==> src/rtl/alu_pkg.sv <==
// Shared definitions for the limb-serial ALU: op codes, FSM state type, op legality helper.
package alu_pkg;

   localparam logic [2:0] ALU_OP_ADD = 3'b001;
   localparam logic [2:0] ALU_OP_SUB = 3'b010;
   localparam logic [2:0] ALU_OP_AND = 3'b100;
   localparam logic [2:0] ALU_OP_OR  = 3'b101;
   localparam logic [2:0] ALU_OP_XOR = 3'b110;

   typedef enum logic [1:0] {
      IDLE = 2'd0,
      RUN  = 2'd1,
      DONE = 2'd2
   } state_t;

   // True for the five defined op codes.
   function automatic logic alu_op_legal(input logic [2:0] op);
      logic legal;
      case (op)
         ALU_OP_ADD, ALU_OP_SUB, ALU_OP_AND, ALU_OP_OR, ALU_OP_XOR: legal = 1'b1;
         default:                                                   legal = 1'b0;
      endcase
      return legal;
   endfunction

   // True for ops whose carry chain is meaningful (add/sub).
   function automatic logic alu_op_arith(input logic [2:0] op);
      return (op == ALU_OP_ADD) || (op == ALU_OP_SUB);
   endfunction

endpackage

==> src/rtl/alu_serial_if.sv <==
// Command/result bus of alu_serial. out_z/out_ovf exist only with ALU_SERIAL_FLAGS_EN.
interface alu_serial_if #(
   parameter int unsigned W = 4,
   parameter int unsigned N = 4
);
   localparam int unsigned DW = N * W;

   logic          in_valid;
   logic          in_ready;
   logic [2:0]    in_op;
   logic [DW-1:0] in_a;
   logic [DW-1:0] in_b;
   logic          out_valid;
   logic          out_ready;
   logic [DW-1:0] out_y;
   logic          out_co;
   logic          out_err;
`ifdef ALU_SERIAL_FLAGS_EN
   logic          out_z;
   logic          out_ovf;
`endif

   modport master (
      output in_valid, in_op, in_a, in_b, out_ready,
`ifdef ALU_SERIAL_FLAGS_EN
      input  out_z, out_ovf,
`endif
      input  in_ready, out_valid, out_y, out_co, out_err
   );

   modport slave (
      input  in_valid, in_op, in_a, in_b, out_ready,
`ifdef ALU_SERIAL_FLAGS_EN
      output out_z, out_ovf,
`endif
      output in_ready, out_valid, out_y, out_co, out_err
   );

endinterface

==> src/rtl/alu_limb.sv <==
// Combinational W-bit ALU slice: one limb of the serial datapath.
module alu_limb
   import alu_pkg::*;
#(
   parameter int unsigned W = 4
) (
   input  logic [2:0]   op,
   input  logic [W-1:0] a,
   input  logic [W-1:0] b,
   input  logic         ci,
   output logic [W-1:0] y,
   output logic         co,
   output logic         msb_ci
);

   logic [W-1:0] b_eff;
   logic [W:0]   sum;

   // Sub is add of inverted b; caller supplies the initial carry of 1.
   always_comb begin
      b_eff  = (op == ALU_OP_SUB) ? ~b : b;
      sum    = {1'b0, a} + {1'b0, b_eff} + (W+1)'(ci);
      y      = '0;
      co     = 1'b0;
      msb_ci = 1'b0;
      case (op)
         ALU_OP_ADD, ALU_OP_SUB: begin
            y      = sum[W-1:0];
            co     = sum[W];
            msb_ci = a[W-1] ^ b_eff[W-1] ^ sum[W-1];
         end
         ALU_OP_AND: y = a & b;
         ALU_OP_OR:  y = a | b;
         ALU_OP_XOR: y = a ^ b;
         default: ;
      endcase
   end

endmodule

==> src/rtl/alu_serial.sv <==
// Limb-serial multi-word ALU: one W-bit limb per cycle, carry rippled through a register.
// Optional zero/overflow flags are built when ALU_SERIAL_FLAGS_EN is defined.
module alu_serial
   import alu_pkg::*;
#(
   parameter int unsigned W = 4,
   parameter int unsigned N = 4
) (
   input  logic       clk,
   input  logic       reset,
   alu_serial_if.slave bus
);

   localparam int unsigned DW = N * W;
   localparam int unsigned IW = (N > 1) ? $clog2(N) : 1;
   localparam logic [IW-1:0] LAST = IW'(N - 1);

   state_t        state;
   logic [IW-1:0] idx;
   logic          carry;
   logic [2:0]    op_q;
   logic [DW-1:0] a_q;
   logic [DW-1:0] b_q;

   logic [W-1:0]  a_l;
   logic [W-1:0]  b_l;
   logic [W-1:0]  y_l;
   logic          co_l;
   logic          msb_ci_l;
   logic [DW-1:0] y_next;

   assign a_l = a_q[32'(idx) * W +: W];
   assign b_l = b_q[32'(idx) * W +: W];

   alu_limb #(.W(W)) u_limb (
      .op     (op_q),
      .a      (a_l),
      .b      (b_l),
      .ci     (carry),
      .y      (y_l),
      .co     (co_l),
      .msb_ci (msb_ci_l)
   );

   // Result word with the current limb merged in, used for the write-back and the zero flag.
   always_comb begin
      y_next = bus.out_y;
      y_next[32'(idx) * W +: W] = y_l;
   end

`ifndef ALU_SERIAL_FLAGS_EN
   logic unused_msb_ci;
   assign unused_msb_ci = msb_ci_l;
`endif

   // Control FSM, limb index, carry register and registered result/flags.
   always_ff @(posedge clk) begin
      if (reset) begin
         state         <= IDLE;
         idx           <= '0;
         carry         <= 1'b0;
         op_q          <= '0;
         a_q           <= '0;
         b_q           <= '0;
         bus.in_ready  <= 1'b1;
         bus.out_valid <= 1'b0;
         bus.out_y     <= '0;
         bus.out_co    <= 1'b0;
         bus.out_err   <= 1'b0;
`ifdef ALU_SERIAL_FLAGS_EN
         bus.out_z     <= 1'b0;
         bus.out_ovf   <= 1'b0;
`endif
      end else begin
         case (state)
            IDLE: begin
               if (bus.in_valid && bus.in_ready) begin
                  op_q         <= bus.in_op;
                  a_q          <= bus.in_a;
                  b_q          <= bus.in_b;
                  idx          <= '0;
                  carry        <= (bus.in_op == ALU_OP_SUB);
                  bus.out_y    <= '0;
                  bus.out_co   <= 1'b0;
                  bus.out_err  <= 1'b0;
`ifdef ALU_SERIAL_FLAGS_EN
                  bus.out_z    <= 1'b0;
                  bus.out_ovf  <= 1'b0;
`endif
                  bus.in_ready <= 1'b0;
                  state        <= RUN;
               end
            end
            RUN: begin
               bus.out_y <= y_next;
               carry     <= co_l;
               if (idx == LAST) begin
                  bus.out_co    <= co_l;
                  bus.out_err   <= !alu_op_legal(op_q);
`ifdef ALU_SERIAL_FLAGS_EN
                  bus.out_z     <= (y_next == '0);
                  bus.out_ovf   <= alu_op_arith(op_q) ? (msb_ci_l ^ co_l) : 1'b0;
`endif
                  bus.out_valid <= 1'b1;
                  state         <= DONE;
               end else begin
                  idx <= idx + IW'(1);
               end
            end
            DONE: begin
               if (bus.out_ready) begin
                  bus.out_valid <= 1'b0;
                  bus.in_ready  <= 1'b1;
                  state         <= IDLE;
               end
            end
            default: begin
               bus.out_valid <= 1'b0;
               bus.in_ready  <= 1'b1;
               state         <= IDLE;
            end
         endcase
      end
   end

endmodule

==> src/flat_wrapper.sv <==
// flat-port wrapper written by rule: the top's interface ports become plain ports
module alu_serial_flat import alu_pkg::*;
#(
   parameter int unsigned W = 4,
   parameter int unsigned N = 4
)
  (clk, reset, bus_in_valid, bus_in_op, bus_in_a, bus_in_b, bus_out_ready, bus_in_ready, bus_out_valid, bus_out_y, bus_out_co, bus_out_err);
  alu_serial_if #(.W(W), .N(N)) bus_i ();
  input  logic clk;
  input  logic reset;
  input wire logic [$bits(bus_i.in_valid)-1:0] bus_in_valid;
  input wire logic [$bits(bus_i.in_op)-1:0] bus_in_op;
  input wire logic [$bits(bus_i.in_a)-1:0] bus_in_a;
  input wire logic [$bits(bus_i.in_b)-1:0] bus_in_b;
  input wire logic [$bits(bus_i.out_ready)-1:0] bus_out_ready;
  output wire logic [$bits(bus_i.in_ready)-1:0] bus_in_ready;
  output wire logic [$bits(bus_i.out_valid)-1:0] bus_out_valid;
  output wire logic [$bits(bus_i.out_y)-1:0] bus_out_y;
  output wire logic [$bits(bus_i.out_co)-1:0] bus_out_co;
  output wire logic [$bits(bus_i.out_err)-1:0] bus_out_err;
  assign bus_i.in_valid = bus_in_valid;
  assign bus_i.in_op = bus_in_op;
  assign bus_i.in_a = bus_in_a;
  assign bus_i.in_b = bus_in_b;
  assign bus_i.out_ready = bus_out_ready;
  assign bus_in_ready = bus_i.in_ready;
  assign bus_out_valid = bus_i.out_valid;
  assign bus_out_y = bus_i.out_y;
  assign bus_out_co = bus_i.out_co;
  assign bus_out_err = bus_i.out_err;
  alu_serial #(.W(W), .N(N)) u_core (.clk(clk), .reset(reset), .bus(bus_i));
endmodule
==> config.mk <==
export PLATFORM = sky130hd
export DESIGN_NAME = alu_serial_flat
export DESIGN_NICKNAME = d
export VERILOG_FILES = /design/src/rtl/alu_pkg.sv /design/src/rtl/alu_serial_if.sv /design/src/rtl/alu_limb.sv /design/src/rtl/alu_serial.sv /design/src/flat_wrapper.sv
export SDC_FILE = /design/constraint.sdc
export NUM_CORES = 1
export LEC_CHECK = 0
export BUFFER_PORTS_ARGS = -buffer_cell sky130_fd_sc_hd__buf_2
export CORE_MARGIN = 5
export CORE_UTILIZATION = 37
export DETAILED_ROUTE_END_ITERATION = 8
export GPL_ROUTABILITY_DRIVEN = 0
export PLACE_DENSITY = 0.63
export SYNTH_ARGS = -nofsm -noshare
export SYNTH_HDL_FRONTEND = slang
export SYNTH_HIERARCHICAL = 1
export SYNTH_SLANG_ARGS = --single-unit
export TNS_END_PERCENT = 100
==> constraint.sdc <==
create_clock -name clk -period 4.12 [get_ports clk]
set_input_delay 0.412 -clock clk [delete_from_list [all_inputs] [get_ports clk]]
set_output_delay 0.412 -clock clk [all_outputs]
set_load 0.005 [all_outputs]
==> results of run 1 <==
## layout make-up
type / instances / area, um2
clock buffer: 10 / 127.6
clock inverter: 6 / 88.84
fill: 804 / 4547
inverter: 24 / 90.09
multi-input combinational: 242 / 1650
sequential: 60 / 1201
tap: 105 / 131.4
timing repair buffer: 59 / 297.8
## per-layer routing
layer | global-route usage | vias to the layer above | part of all wire
li1 | - | 1298 | -
met1 | 0.1847 | 1164 | 0.47
met2 | 0.2208 | 58 | 0.46
met3 | 0.04775 | 13 | 0.054
met4 | 0.04601 | 0 | 0.015
met5 | 0 | - | 0
## critical path, delay by kind of cell (launching register included)
| kind | cells | cell delay, ps |
|---|---|---|
| muxes | 1 | 440 |
| DFF | 1 | 670 |
| adders and majority gates | 2 | 910 |
| and+or+nand+nor | 2 | 240 |
| xor gates and xnor gates | 1 | 170 |
| AOI/OAI and AO/OA | 3 | 640 |
## worst max-delay path by stage
stage	endpoint	cells after the start
after floorplan	u_core/bus.out_y[1]	10
after global placement	u_core/bus.out_y[1]	9
after detailed placement	u_core/bus.out_y[1]	9
after CTS	u_core/bus.out_y[1]	9
after global routing	u_core/bus.out_y[1]	9
final	u_core/bus.out_y[1]	9
## layout by cell type (no fill, tap or decap), types with 6 or more instances in the layout
cell	instances
nand2b_1	7
mux4_2	8
inv_1	23
nor2_1	6
nor2b_1	7
clkbuf_8	9
dfxtp_1	60
a21oi_1	51
ha_1	17
a22o_1	7
buf_2	58
nand2_1	75
o22ai_1	9
## flip-flops by register name, indices dropped and copies added (netlist names)
| register | count |
|---|---|
| u_core/op_q | 3 |
| u_core/carry | 1 |
| u_core/idx | 2 |
| u_core/bus.out_co | 1 |
| u_core/bus.out_err | 1 |
| u_core/state | 2 |
| u_core/bus.out_valid | 1 |
| u_core/bus.out_y | 16 |
| u_core/a_q | 16 |
| u_core/bus.in_ready | 1 |
| u_core/b_q | 16 |
## stage by stage
step / hold slack [ps] / utilization / instance area, um2
floorplan: 433.1 / - / 3057
global placement: 439.9 / 0.4144 / 3371
detailed placement: 440.8 / 0.4144 / 3371
CTS: 291.0 / 0.4410 / 3587
global route: 298.0 / 0.4410 / 3587
finish: 302.6 / 0.4410 / 3587
## where the power goes
| part | internal, mW | switching, mW | leakage (nW) |
|---|---|---|---|
| Combinational | 0.0902 | 0.116 | 0.842 |
| Sequential | 0.607 | 0.0255 | 0.489 |
| Clock | 0.340 | 0.237 | 0.102 |
| Total | 1.04 | 0.378 | 1.43 |
==> summary.md, run 1 <==
| Metric | Value |
|---|---|
| Hold buffer count at cts | `0` |
| Final WS setup | `953.8 ps` |
| Nets | `about 450` |
| Max cap viols | `0` |
| Hold depth | `3` |
| Core Area | `approximately 8000 um2` |
| DIE WIDTH | `between 100 and 150 um` |
| P&R area growth vs syn | `17.36%` |
| Post-DRT Antenna Nets | `0` |
| Routed wire length | `~6.7 mm` |
| Syn_area_per_cell | `roughly 8.8 um2` |
| IO Pins | `between 50 and 60` |
| Worst-path clk slew | `approximately 70 ps` |
| CP max stage cell | `dfxtp_1` |
| Worst Setup Start Kind | `flip-flop` |
| Top cell by count, worst path | `fa_1` |
| Worst r2r src | `u_core/idx[1]` |
| CP Launch Point | `u_core/idx[1]` |
| Synth Instances | `about 350` |
| Worst-Skew Late Latency | `between 300 and 400 ps` |
| Die Ht | `between 100 and 150 um` |
| Grt total ovfl | `0` |
| DR vias/cell | `roughly 5` |
| Initial DRT Pass Iterations | `4` |
| CTS tree | `done` |
| Setup TNS | `0 ps` |
| Largest net degree at the start of global routing | `62` |
| Wirelength per Cell | `between 10 and 15 um` |
| CP max stage delay | `between 600 and 700 ps` |
| Period minus WS final | `3166 ps` |
| Setup CP Type | `flip-flop to flip-flop` |
| Worst Path Arrival | `approximately 3400 ps` |
| Hold Crit Start | `bus_in_a[9]` |
| Pin slew with the least headroom to its limit | `around 1200 ps` |
| Setup slack at placement | `914.2 ps` |
| Starting Density | `0.3758` |
| Net Count, Synth | `a little over 400` |
| CTS max path bufs | `2` |
| DR vias | `around 2500` |
| PwrDens | `just under 400 nW/um2` |
| Reg-to-Reg End | `u_core/bus.out_y[1]` |
| Final Skew | `5.610 ps` |
| Dpl hpwl | `approximately 5 mm` |
| Total CTS buffers | `9` |
| WHS Endpoint | `u_core/a_q[9]` |
| Period utilization | `0.7685` |
| H-Tree Level Count | `3` |
| Syn. warnings | `6` |
| Final non-filler cell total | `506` |
| Slew Limit Fails | `0` |
| Crit path max fanout | `12` |
| RSZ-0062 raised after global routing | `no` |
| Hold Path Class | `input pin to flip-flop` |
| Tot Pwr | `around 1.4 mW` |
| Num rows | `33` |
| GRT Total Usage | `0.1417` |
| Antenna diodes | `0` |
| Outcome | `finished clean` |
| Initial antenna violation count | `0` |
| Leak | `between 1 and 1.5 nW` |
| Worst-path cell chain | `mux4_2 -> xnor2_1 -> fa_1 -> fa_1 -> nor2_1 -> a22oi_1 -> o22ai_1 -> nor2b_1 -> a32o_1` |
| FF-to-FF setup slack | `950 ps` |
| Worst EP required | `about 4400 ps` |
| Endpoints failing setup | `0` |
| Mapped Area | `roughly 3100 um2` |
| Rel. slew slack | `0.2294` |
| Placed Cells | `490` |
| R2R depth | `9` |
| Postcts setup bufs | `0` |
| Share of cells above drive strength 1 | `0.2170` |
| CTS Root Cell | `clkbuf_8` |
| Post-CTS Resized | `0` |
| IO Port Bufs | `58` |
| Critical path endpoint category | `flip-flop` |
| Max VDD drop | `about 210 uV` |
| Fmax | `315.8 MHz` |
| Vias in the first global route | `~2500` |
| 1st-iter DRT viols | `93` |
| DRC viols | `0` |
| Sink Count | `60` |
| First-pass GRT wire length | `between 10 and 15 mm` |
| Final hold violations | `0` |
| Full die area | `roughly 10000 um2` |
No activity file was read; power rests on OpenSTA's default activity.
==> inputs of run 2 (changes only) <==
==> constraint.sdc (replaced) <==
create_clock -name clk -period 2.95 [get_ports clk]
set_input_delay 0.295 -clock clk [delete_from_list [all_inputs] [get_ports clk]]
set_output_delay 0.295 -clock clk [all_outputs]
set_load 0.005 [all_outputs]
==> run 2 against run 1 <==
Net effect:
- final cell count up 1.2%
- die area unchanged
- first-iteration DRC count increased by 58%
- via count increased by 0.47%
- design area increased by 2.9%
- register-to-register slack worse by 780 ps
- clock skew grew 1.7 ps
- critical path type unchanged
==> summary.md, run 2 (synthesis gave the netlist of run 1 again) <==
| Metric | Value |
|---|---|
| DR vias | `roughly 2500` |
| Crit path max fanout | `3` |
| CTS tree | `done` |
| Outcome | `finished clean` |
| Grt total ovfl | `0` |
| FF-to-FF setup slack | `170 ps` |
| Initial antenna violation count | `0` |
| GR peak layer | `met2` |
| Final non-filler cell total | `~510` |
| P&R area growth vs syn | `20.79%` |
| Num rows | `33` |
| Share of cells above drive strength 1 | `0.2408` |
| Setup TNS | `0 ps` |
| CP max stage delay | `approximately 540 ps` |
| Final WS setup | `around 170 ps` |
| DR vias/cell | `just under 5` |
| Period utilization | `0.9417` |
| Most frequent cells in the layout | `75 x nand2_1, 59 x dfxtp_1, 58 x buf_2, 51 x a21oi_1, 23 x inv_1` |
| Critical path endpoint category | `flip-flop` |
| Starting Density | `0.3758` |
| Hold Path Class | `input pin to flip-flop` |
| Worst-Skew Late Latency | `approximately 340 ps` |
| Post-DRT Antenna Nets | `0` |
| M2 GR Usage | `0.2268` |
| RSZ-0062 raised after global routing | `no` |
| Worst r2r src | `u_core/idx[0]` |
| CP max stage cell | `mux4_2` |
| Endpoints failing setup | `0` |
| 1st-iter DRT viols | `approximately 150` |
| R2R depth | `9` |
| Sw power | `525.4 uW` |
| Dpl hpwl | `just over 5 mm` |
| Routed wire length | `around 7 mm` |
| Final Hold Slack | `184.2 ps` |
| DRC viols | `0` |
| Worst Setup Start Kind | `flip-flop` |
| P_int | `1.564 mW` |
| DIE WIDTH | `a little over 100 um` |
| CTS Root Cell | `clkbuf_8` |
| Final Skew | `around 7.3 ps` |
| CTS max path bufs | `2` |
| Die Ht | `between 100 and 150 um` |
| Total CTS buffers | `9` |
| Leak | `~1.5 nW` |
| Setup CP Type | `flip-flop to flip-flop` |
| Hold depth | `3` |
| Setup slack at placement | `between 80 and 90 ps` |
| Fmax | `between 300 and 400 MHz` |
| Pin slew with the least headroom to its limit | `roughly 1100 ps` |
| IO Pins | `just under 60` |
| Full die area | `just over 10000 um2` |
| Max cap viols | `0` |
| H-Tree Level Count | `3` |
| Seq pwr share | `0.419` |
| Design area | `around 3700 um2` |
| PwrDens | `about 570 nW/um2` |
| Worst EP required | `3190 ps` |
| Worst-path clk slew | `70 ps` |
| Comb pwr share | `0.150` |
| Tot Pwr | `2.090 mW` |
| Most common cell after layout, fill and taps aside | `nand2_1` |
| WHS Endpoint | `u_core/b_q[11]` |
| Largest regs | `u_core/a_q x16, u_core/b_q x16, u_core/bus.out_y x16` |
| Final hold violations | `0` |
| Initial DRT Pass Iterations | `4` |
| Slew Limit Fails | `0` |
| Grt met3 use | `0.05467` |
| GRT Total Usage | `0.1494` |
| Area of the multi-input gates | `about 1700 um2` |
| Final Util | `0.4539` |
| Worst Path Arrival | `3010 ps` |
| IO Port Bufs | `between 50 and 60` |
| Sink Count | `60` |
| Largest net degree at the start of global routing | `slightly below 50` |
| Antenna diodes | `0` |
| First-pass GRT wire length | `approximately 12 mm` |
| Period minus WS final | `2778 ps` |
| Fillers | `between 800 and 900` |
| Nets | `~460` |
| Reg-to-Reg End | `u_core/bus.out_y[1]` |
| Vias in the first global route | `around 2500` |
| Met1 usage | `0.1985` |
| Wirelength per Cell | `between 10 and 15 um` |
| Placed Cells | `just under 500` |
| Rel. slew slack | `0.2581` |
| Hold Crit Start | `bus_in_b[11]` |
| Worst-path cell chain | `mux4_2 -> xnor2_1 -> fa_2 -> fa_1 -> nor2_1 -> a22oi_2 -> o22ai_2 -> nor2b_1 -> a32o_1` |
| Core Area | `between 8000 and 9000 um2` |
| Sw Share | `0.2514` |
| Register area | `between 1000 and 1500 um2` |
| Max VDD drop | `between 150 and 200 uV` |
| Clock power share | `0.431` |
| Placement Cell Area | `roughly 3400 um2` |
[run 2: cell types whose count changed in the layout (fill, tap and decap cells not counted), sizes merged]
cell / delta
buf: +7
clkinv: -2
bufinv: +1
clkbuf: +1
clkinvlp: -1
[run 2: power groups by stage]
stage	registers (mW)	clock network (mW)	logic (mW)
detailed placement	0.892	0	0.308
CTS	0.874	0.920	0.309
global placement	0.892	0	0.302
global route	0.880	0.967	0.359
finish	0.875	0.902	0.313
floorplan	0.884	0	0.236
[run 2: how the worst max path moves through the flow]
stage	to	depth (start not counted)	start
5_1_grt	u_core/bus.out_y[1]	9	u_core/idx[0]
6_report	u_core/bus.out_y[1]	9	u_core/idx[0]
3_5_place_dp	u_core/bus.out_y[1]	9	u_core/idx[0]
4_1_cts	u_core/bus.out_y[1]	9	u_core/idx[0]
3_3_place_gp	u_core/bus.out_y[1]	9	u_core/idx[0]
2_1_floorplan	u_core/bus.out_y[1]	10	u_core/idx[0]
[run 2: metal layers]
layer / vias up / part of all wire / routed length, um
met5: - / 0 / 0
li1: 1316 / - / -
met2: 51 / 0.46 / 3227
met3: 7 / 0.055 / 381
met4: 0 / 0.013 / 91
met1: 1171 / 0.47 / 3285
[run 2: cell type report]
class,count,area share
clock buffer,11,0.03829
clock inverter,4,0.02643
inverter,24,0.02440
multi-input combinational,242,0.4527
sequential,60,0.3257
tap,105,0.03558
timing repair buffer,66,0.09692
[run 2: what timing repair did]
| action | 4_1_cts | 5_1_grt |
|---|---|---|
| setup endpoints to repair | 0 | 5 |
| gates resized for setup | 0 | 6 |
| hold buffers | 0 | 0 |
| buffers inserted | 0 | 0 |
| endpoints found under the hold margin | 0 | 0 |
[run 2: critical path, delay by kind of cell (launching register included)]
family	cells	cell delay, ps
flip-flops	1	350
adder cells (fa/ha/maj)	2	850
AND/OR/NAND/NOR	2	200
XOR/XNOR	1	170
AO/OA/AOI/OAI	3	560
multiplexers	1	540
==> inputs of run 3 (changes only) <==
--- a/config.mk
+++ b/config.mk
@@ -5,12 +5,13 @@
 export SDC_FILE = /design/constraint.sdc
 export NUM_CORES = 1
 export LEC_CHECK = 0
-export BUFFER_PORTS_ARGS = -buffer_cell sky130_fd_sc_hd__buf_2
+export BUFFER_PORTS_ARGS = -buffer_cell sky130_fd_sc_hd__clkbuf_2
 export CORE_MARGIN = 5
 export CORE_UTILIZATION = 37
 export DETAILED_ROUTE_END_ITERATION = 8
-export GPL_ROUTABILITY_DRIVEN = 0
+export GPL_ROUTABILITY_DRIVEN = 1
 export PLACE_DENSITY = 0.63
+export SKIP_CTS_REPAIR_TIMING = 1
 export SYNTH_ARGS = -nofsm -noshare
 export SYNTH_HDL_FRONTEND = slang
 export SYNTH_HIERARCHICAL = 1
==> run 3 against run 2 <==
Net effect:
- register-to-register slack worse by 50 ps
- first-iteration DRC count is 9.5% lower
- final cell count is 0.20% higher
- fmax is 1.7% lower
- clock-buffer cell count stayed put
- routed wire length is 1.6% higher
- combinational power hardly changed
- critical endpoint unchanged
- largest cell class unchanged
- highest routed layer unchanged
==> summary.md, run 3 (synthesis gave the netlist of run 1 again) <==
| Metric | Value |
|---|---|
| Most common cell after layout, fill and taps aside | `nand2_1` |
| GRT Total Usage | `0.1463` |
| Setup CP Type | `flip-flop to flip-flop` |
| Full die area | `about 10000 um2` |
| DR vias | `approximately 2600` |
| Core Area | `8134 um2` |
| Antenna diodes | `0` |
| Dpl hpwl | `~5.3 mm` |
| Leak | `around 1.5 nW` |
| Worst-Skew Late Latency | `roughly 340 ps` |
| Post-DRT Antenna Nets | `0` |
| Most frequent cells in the layout | `75 x nand2_1, 59 x dfxtp_1, 58 x clkbuf_2, 50 x a21oi_1, 23 x inv_1` |
| Sink Count | `60` |
| Worst-path clk slew | `70 ps` |
| Routed wire length | `7.099 mm` |
| 1st-iter DRT viols | `between 100 and 150` |
| Nets | `around 460` |
| Endpoints failing setup | `0` |
| PwrDens | `532.0 nW/um2` |
| Period minus WS final | `roughly 2800 ps` |
| Initial antenna violation count | `0` |
| IO Port Bufs | `58` |
| Fmax | `around 350 MHz` |
| Final WS setup | `about 120 ps` |
| First-pass GRT wire length | `11.86 mm` |
| Placement Cell Area | `between 3000 and 4000 um2` |
| DR vias/cell | `between 5 and 6` |
| Initial DRT Pass Iterations | `4` |
| Vias in the first global route | `roughly 2600` |
| Final hold violations | `0` |
| H-Tree Level Count | `3` |
| Wirelength per Cell | `roughly 14 um` |
| Final Skew | `~9.8 ps` |
| Total CTS buffers | `9` |
| CP max stage cell | `mux4_2` |
| Final Util | `0.4505` |
| Outcome | `finished clean` |
| Largest net degree at the start of global routing | `39` |
| Worst Path Arrival | `between 3000 and 4000 ps` |
| Worst Setup Start Kind | `flip-flop` |
| Share of cells above drive strength 1 | `0.2475` |
| P&R area growth vs syn | `19.89%` |
| Slew Limit Fails | `0` |
| CP max stage delay | `around 530 ps` |
| CTS Root Cell | `clkbuf_8` |
| GPL Wtd Cong | `about 0.87` |
| Die Ht | `between 100 and 150 um` |
| Max VDD drop | `between 150 and 200 uV` |
| Hold Path Class | `input pin to flip-flop` |
| Num rows | `33` |
| IO Pins | `just under 60` |
| Setup slack at placement | `41.31 ps` |
| DRC viols | `0` |
| Starting Density | `0.3758` |
| Final Hold Slack | `171.5 ps` |
| Pin slew with the least headroom to its limit | `about 1100 ps` |
| Period utilization | `0.9584` |
| Worst-path cell chain | `mux4_2 -> xnor2_1 -> fa_2 -> fa_1 -> nor2_1 -> a22oi_2 -> o22ai_2 -> nor2b_1 -> a32o_1` |
| Crit path max fanout | `3` |
| Critical path endpoint category | `flip-flop` |
| Worst EP required | `3180 ps` |
| Design area | `between 3000 and 4000 um2` |
| Tot Pwr | `1.950 mW` |
| DIE WIDTH | `a little over 100 um` |
| Grt total ovfl | `0` |
| Fillers | `just under 800` |
| Largest regs | `u_core/a_q x16, u_core/b_q x16, u_core/bus.out_y x16` |
| Rel. slew slack | `0.2390` |
| CTS max path bufs | `2` |
| CTS tree | `done` |
| Max cap viols | `0` |
[run 3: cell types whose count changed in the layout (fill, tap and decap cells not counted), sizes merged]
cell	delta
buf	-58
bufinv	-2
clkbuf	+58
clkinv	+3
[run 3: area by class of cell]
type,instances,area (um2),share of cell area
clock inverter,5,60.06,0.01639
clock buffer,11,151.4,0.04131
tap,105,131.4,0.03585
multi-input combinational,242,1675,0.4572
inverter,24,90.09,0.02458
timing repair buffer,66,354.1,0.09662
sequential,60,1202,0.3281
[run 3: critical path, delay by kind of cell, from the launching register on]
kind	cells	cell delay, ps
fa+ha+maj	2	860
compound gates	3	590
mux	1	530
flops	1	340
simple gates	2	210
xor+xnor	1	170
[run 3: per-stage QoR]
stage,std cells,TNS (ps)
after global placement,497,0
after CTS,513,0
after global routing,513,-2.413
after detailed placement,497,0
final,513,0
after floorplan,348,0
[run 3: power by group]
part           leakage (nW)  internal (mW)  switching (mW)  total, mW
logic                 0.873          0.136           0.179      0.315
clock network         0.106          0.437           0.323      0.760
registers             0.489          0.848          0.0271      0.875
[run 3: per-layer routing]
layer  global-route usage  vias up  wire length (um)
met4              0.05010        0                77
li1                     -     1311                 -
met1               0.1935     1198              3443
met2               0.2309       58              3320
met3              0.03875        8               257
met5                    0        -                 0
[run 3: worst paths after layout]
check	end	cells after the start	slack, ps	startpoint
max reg2reg	u_core/bus.out_y[1]	9	120	u_core/idx[0]
min reg2reg	u_core/b_q[5]	2	450	u_core/b_q[5]
max	u_core/bus.out_y[1]	9	120	u_core/idx[0]
min	u_core/a_q[2]	3	170	bus_in_a[2]
